--- src/rtl/serial_subtractor_pkg.sv ---
// serial_subtractor_pkg: shared state encoding and sizing helpers for serial_subtractor
package serial_subtractor_pkg;
  localparam logic [1:0] ST_IDLE = 2'd0;
  localparam logic [1:0] ST_RUN  = 2'd1;
  localparam logic [1:0] ST_DONE = 2'd2;
  typedef enum logic [1:0] {
    S_IDLE = ST_IDLE,
    S_RUN  = ST_RUN,
    S_DONE = ST_DONE
  } state_t;
  function automatic int cnt_width(input int w);
    return (w < 2) ? 1 : $clog2(w);
  endfunction
endpackage

--- src/rtl/full_subtractor.sv ---
// full_subtractor: 1-bit combinational subtract cell, d = a - b - br with borrow out
module full_subtractor (
  input  logic a_i,
  input  logic b_i,
  input  logic br_i,
  output logic d_o,
  output logic br_o
);
  assign d_o  = a_i ^ b_i ^ br_i;
  assign br_o = (~a_i & b_i) | (~(a_i ^ b_i) & br_i);
endmodule

--- src/rtl/serial_subtractor.sv ---
// serial_subtractor: bit-serial A - B - B_IN, LSB first, behind a START/DONE handshake.
// Define SERIAL_SUBTRACTOR_OVF_EN to add the signed-overflow output OVF.
module serial_subtractor
  import serial_subtractor_pkg::*;
#(
  parameter int WIDTH = 4
) (
  input  logic             CLK,
  input  logic             RST_N,
  input  logic             START,
  input  logic [WIDTH-1:0] A,
  input  logic [WIDTH-1:0] B,
  input  logic             B_IN,
  output logic             BUSY,
  output logic             DONE,
  output logic [WIDTH-1:0] D,
`ifdef SERIAL_SUBTRACTOR_OVF_EN
  output logic             B_OUT,
  output logic             OVF
`else
  output logic             B_OUT
`endif
);
  localparam int CW = cnt_width(WIDTH);
  state_t           state_q;
  logic [WIDTH-1:0] a_q, b_q, r_q, d_q;
  logic [CW-1:0]    cnt_q;
  logic             br_q, bout_q, busy_q, done_q;
  logic             d_bit, br_d, last;
  logic [WIDTH-1:0] r_d;
`ifdef SERIAL_SUBTRACTOR_OVF_EN
  logic             ovf_q;
  assign OVF = ovf_q;
`endif
  full_subtractor u_fs (
    .a_i (a_q[0]),
    .b_i (b_q[0]),
    .br_i(br_q),
    .d_o (d_bit),
    .br_o(br_d)
  );
  assign r_d   = {d_bit, r_q[WIDTH-1:1]};
  assign last  = cnt_q == CW'(WIDTH - 1);
  assign BUSY  = busy_q;
  assign DONE  = done_q;
  assign D     = d_q;
  assign B_OUT = bout_q;
  always_ff @(posedge CLK or negedge RST_N) begin
    if (!RST_N) begin
      state_q <= S_IDLE;
      a_q     <= '0;
      b_q     <= '0;
      r_q     <= '0;
      d_q     <= '0;
      cnt_q   <= '0;
      br_q    <= 1'b0;
      bout_q  <= 1'b0;
      busy_q  <= 1'b0;
      done_q  <= 1'b0;
`ifdef SERIAL_SUBTRACTOR_OVF_EN
      ovf_q   <= 1'b0;
`endif
    end else begin
      done_q <= 1'b0;
      if (state_q == S_RUN) begin
        a_q   <= a_q >> 1;
        b_q   <= b_q >> 1;
        r_q   <= r_d;
        br_q  <= br_d;
        cnt_q <= cnt_q + 1'b1;
        if (last) begin
          d_q     <= r_d;
          bout_q  <= br_d;
`ifdef SERIAL_SUBTRACTOR_OVF_EN
          // signed overflow: borrow into MSB differs from borrow out of MSB
          ovf_q   <= br_q ^ br_d;
`endif
          state_q <= S_DONE;
          busy_q  <= 1'b0;
          done_q  <= 1'b1;
        end
      end else if (START) begin
        a_q     <= A;
        b_q     <= B;
        br_q    <= B_IN;
        cnt_q   <= '0;
        state_q <= S_RUN;
        busy_q  <= 1'b1;
      end else begin
        state_q <= S_IDLE;
      end
    end
  end
endmodule
--- config.mk ---
export PLATFORM = sky130hd
export DESIGN_NAME = serial_subtractor
export DESIGN_NICKNAME = d
export VERILOG_FILES = /design/src/rtl/serial_subtractor_pkg.sv /design/src/rtl/full_subtractor.sv /design/src/rtl/serial_subtractor.sv
export SDC_FILE = /design/constraint.sdc
export NUM_CORES = 1
export LEC_CHECK = 0
export CAP_MARGIN = 20
export CORE_MARGIN = 2
export CORE_UTILIZATION = 53
export DETAILED_ROUTE_END_ITERATION = 8
export PLACE_DENSITY = 0.81
export SLEW_MARGIN = 20
export SYNTH_ARGS = -nofsm -noshare
export SYNTH_HDL_FRONTEND = slang
export SYNTH_SLANG_ARGS = --single-unit
--- constraint.sdc ---
create_clock -name CLK -period 3.6 [get_ports CLK]
set_input_delay 0.9 -clock CLK [delete_from_list [all_inputs] [get_ports CLK]]
set_output_delay 0.9 -clock CLK [all_outputs]
set_load 0.01 [all_outputs]
* After elaboration in Yosys (flattened, before gate mapping)
Index checks and enable logic that the tools add are counted.
** Operators by class
- Add/sub/neg operators :: 1
- Eq/ne operators :: 3
- Muxes and demuxes :: 16
- Bitwise gates (word level) :: 7
- Reductions and logical operators :: 3
** Operators with widths (count)
- $mux 4 :: 4
- $mux 1 :: 8
- $mux 2 :: 4
- $reduce_and 2->1 :: 2
- $add 2x1->2 const B :: 1
- $and 1x1->1 :: 2
- $eq 2x1->1 const B :: 1
- $eq 2x2->1 const B :: 1
- $ne 2x2->1 const B :: 1
- $not 1->1 :: 2
- $reduce_bool 2->1 :: 1
- $xor 1x1->1 :: 2
- $or 1x1->1 :: 1
** Word-level totals
- Register bits after elaboration :: 24
- Input bits :: 12
- Output and inout port bits :: 7
- Word-level logic and storage cells :: 40

* Longest topological paths before layout
- Depth after elaboration :: 5
- Depth in mapped cells :: 5
- Gate-level depth less buffers :: 4

* Modules after synthesis
From an unflattened synthesis, not the netlist that was laid out.
** Unflattened totals
- Cells, all modules :: 69
- Area total of the unflattened synthesis :: 1028.5 sq um
** Modules (own cells, without submodules)
- serial_subtractor :: instances 1, cells each 65, area each 997.2 sq um, sequential area each 575.6 sq um
- full_subtractor :: instances 1, cells each 4, area each 31.3 sq um, sequential area each 0.0 sq um

* Least setup slack after synthesis
OpenSTA, ideal clock, no wires.
- Path kind :: in2reg
- From :: input port START
- To :: register a_q[0]
- Library setup time :: 126 ps
- Arrival :: 1311 ps
- Required time :: 3474 ps
- Setup slack :: 2163 ps
- Cell stages on the path :: 3
- Path buffers :: 1
- Cell sequence :: buf_4 > mux2i_1 > o21ai_0
** On the way
- Cells in the longest elaborated chain, start to end :: 1
** Ends and longest elaborated chain
- start, declared :: line serial_subtractor.sv:10 : input logic START,
- $reduce_bool 2->1 (no source line)
- end signal, assigned :: line serial_subtractor.sv:66 : a_q <= a_q >> 1;
- end, declared :: line serial_subtractor.sv:26 : logic [WIDTH-1:0] a_q, b_q, r_q, d_q;
No other way between the ends.
A chain may end at the register's enable or synchronous reset.

* Worst setup path after layout
- From :: register busy_q (netlist: BUSY)
- To :: output port BUSY
** RTL lines
- start, declared :: line serial_subtractor.sv:28 : logic br_q, bout_q, busy_q, done_q;
- start signal, assigned :: line serial_subtractor.sv:58 : busy_q <= 1'b0;
- start signal, assigned :: line serial_subtractor.sv:79 : busy_q <= 1'b0;
- start signal, assigned :: line serial_subtractor.sv:88 : busy_q <= 1'b1;
- end, declared :: line serial_subtractor.sv:14 : output logic BUSY,
No word-level cell between the ends.

==> flow_metrics.env <==
export IMPL_status="complete, no violations"
export IMPL_grt_pass1_vias=619
export IMPL_reg2reg_to="D[1]"
export IMPL_initial_core_util_pct=55.94
export IMPL_fin_crit_sh_pct=59.80
export IMPL_synth_edf_count=0
export IMPL_clk_pin_slew_ps=130
export IMPL_die_h_um=46.69
export IMPL_viasPerCell=4.877
export IMPL_cts_num_sinks=23
export IMPL_fmax_mhz=464.5
export IMPL_power_density_nw_per_um2=804.2
export IMPL_required_ps=2700
export IMPL_irDropWorstVdd_v=0.0005288
export IMPL_reg2reg_from="cnt_q[0]"
export IMPL_tightest_slew_ps=651.6
export IMPL_grt_max_degree=25
export IMPL_grt_pass1_wl_um=2539
export IMPL_synth_seq_cells=23
export IMPL_hold_violations=0
export IMPL_clk_latency_ps=320
export IMPL_switching_share_pct=33.36
export IMPL_dpl_hpwl_um=1144
export IMPL_overflow=0
export IMPL_gr_usage_met2_pct=30.00
export IMPL_die_x_um=46.69
export IMPL_min_path_cells=2
export IMPL_avgSynthCellArea_um2=12.38
export IMPL_synth_nets=92
export IMPL_cts_max_level=1
export IMPL_postSynthCellCount=78
export IMPL_synthFlopType="dfrtp_1"
export IMPL_max_slew_margin_pct=56.43
export IMPL_yosysUniqueCellTypes=17
export IMPL_cts_resized=0
export IMPL_cts_root_buf="clkbuf_4"
export IMPL_combPwrFrac_pct=41.4
export IMPL_path_class="flip-flop to output pin"
export IMPL_use_met3_pct=4.706
export IMPL_synth_top_area_share_pct=59.59
export IMPL_coreArea_um2=1727
export IMPL_rrSetupSlack_ps=2220
export IMPL_period_needed_ps=2153
export IMPL_intPower_uw=631.7
export IMPL_antenna_found_initial=0
export IMPL_wire_per_inst_um=12.71
export IMPL_num_rows=15
export IMPL_ant_nets=0
export IMPL_leakage_nw=0.5474
export IMPL_synthTopCellsByCount="dfrtp_1, mux2_2, mux2i_1, nand2_1, o21ai_0"
export IMPL_synth_top_cell_by_area="dfrtp_1"
export IMPL_drive_above_1_share_pct=15.46
export IMPL_dr_total_vias=595
export IMPL_finalClockSkew_ps=8.912
export IMPL_firstDrtPassIters=2
export IMPL_cts_tree="built"
export IMPL_nNetsFinal=112
export IMPL_p_clk_share_pct=12.5
export IMPL_rsz0062_at_grt="no"
export IMPL_yosysSeqAreaShare_pct=59.59
export IMPL_numCtsBuffers=3
export IMPL_diodes=0
export IMPL_worst_path_max_delay_cell="clkdlybuf4s50_1"
export IMPL_fin_util_pct=68.26
export IMPL_areaGrowthSynthToFinish_pct=22.02
export IMPL_hold_buffers=0
export IMPL_synth_most_common_cell="dfrtp_1"
export IMPL_critPathArrivalTime_ps=1250
export IMPL_grt_busiest_layer="met2"
export IMPL_slew_violations=0
export IMPL_portBuffers=18
export IMPL_rr_worst_depth=3
export IMPL_min_from="b_q[3]"
export IMPL_critical_path_top_delay_family="buffers and inverters"
export IMPL_cts_buffer_depth=2
export IMPL_cap_violations=0
export IMPL_cts_setup_buffers=0
export IMPL_ys_warn_count=0
export IMPL_fin_tns_setup_ps=0
export IMPL_route_detailed_drc=0
export IMPL_gp_congestion=0.7003
export IMPL_regArea_um2=575.6
export IMPL_fillers=139
export IMPL_io_pins=19
export IMPL_drtIter0Drc=7
export IMPL_synthesis_area_um2=965.9
export IMPL_critPathBufInv=1
export IMPL_p_total_uw=947.9
export IMPL_whs_ps=496.5
export IMPL_multi_input_area_um2=346.6
export IMPL_start_kind="flip-flop"
export IMPL_max_stage_delay_ps=540
export IMPL_holdPathEnd="b_q[2]"
export IMPL_grt_use_met1_pct=19.04
export IMPL_synth_area_leaders="dfrtp_1, mux2_2, mux2i_1, o21ai_0, nand2_1"
export IMPL_gr_usage_all_layers_pct=17.65
export IMPL_p_sw_uw=316.2
export IMPL_routed_wl_um=1551
export IMPL_finalSetupViolCount=0
export IMPL_p_seq_share_pct=46.1
export IMPL_die_area_um2=2180
export IMPL_path_cells="clkdlybuf4s50_1"
export IMPL_crit_path_end_kind="output pin"
export IMPL_crit_fanout=3
export IMPL_async_reset_ff_share_pct=100.0
export IMPL_hold_path_class="flip-flop to flip-flop"
[metrics by stage]
stage                     setup WS, ps  area [um^2]  cells
after floorplan                   2163        965.9     78
after global placement            1302         1156    118
after detailed placement          1269         1156    118
after CTS                         1437         1184    122
after global routing              1398         1179    122
final                             1447         1179    122
[worst max-delay path by stage]
stage          startpoint  endpoint  slack [ps]  cells after the start
2_1_floorplan       START    a_q[0]        2160                      3
3_3_place_gp        START  cnt_q[0]        1300                      3
3_5_place_dp        START  cnt_q[0]        1270                      3
4_1_cts              BUSY      BUSY        1440                      1
5_1_grt              BUSY      BUSY        1400                      1
6_report             BUSY      BUSY        1450                      1
[routing by layer]
layer | wire (um) | part of all wire [%] | vias to the layer above
li1 | - | - | 295
met1 | 673 | 43 | 284
met5 | 0 | 0 | -
met4 | 46 | 3.0 | 0
met2 | 772 | 50 | 11
met3 | 58 | 3.7 | 5
[cells by family after synthesis]
logic type	synth area share [%]
AOI/OAI and AO/OA	6.477
and+or+nand+nor	8.420
DFF	59.59
muxes	17.62
adders and majority gates	3.368
buffers and inverters	4.533
[power by group through the flow]
| stage | clock network (mW) | logic [mW] | registers (mW) |
|---|---|---|---|
| after global placement | 0 | 0.381 | 0.436 |
| after floorplan | 0 | 0.254 | 0.449 |
| after CTS | 0.120 | 0.399 | 0.439 |
| after detailed placement | 0 | 0.397 | 0.446 |
| final | 0.119 | 0.392 | 0.437 |
| after global routing | 0.132 | 0.436 | 0.451 |
[layout make-up]
class	count	share of cell area (%)
Inverter	4	1.274
Clock buffer	3	1.911
Timing Repair Buffer	19	15.50
Sequential cell	23	48.83
Tap cell	25	2.654
Multi-Input combinational cell	47	29.41
Clock inverter	1	0.4246
[cells in the final DEF, fill, tap and decap left out, drive strengths merged, types with 2 or more instances in the layout]
cell type      count
a21oi              2
buf                2
clkbuf             3
clkdlybuf4s50     17
dfrtp             23
inv                4
mux2               8
mux2i              8
nand2              8
nand2b             2
nor2               5
nor2b              2
o21ai              8
[flip-flops by register name, summed over array words and instances, names as in the netlist]
name and count:
br_q 1, DONE 1, state_q 2, b_q 4, r_q 3, BUSY 1, a_q 4, D 4
cnt_q 2, B_OUT 1
No activity file was read; power rests on OpenSTA's default activity.
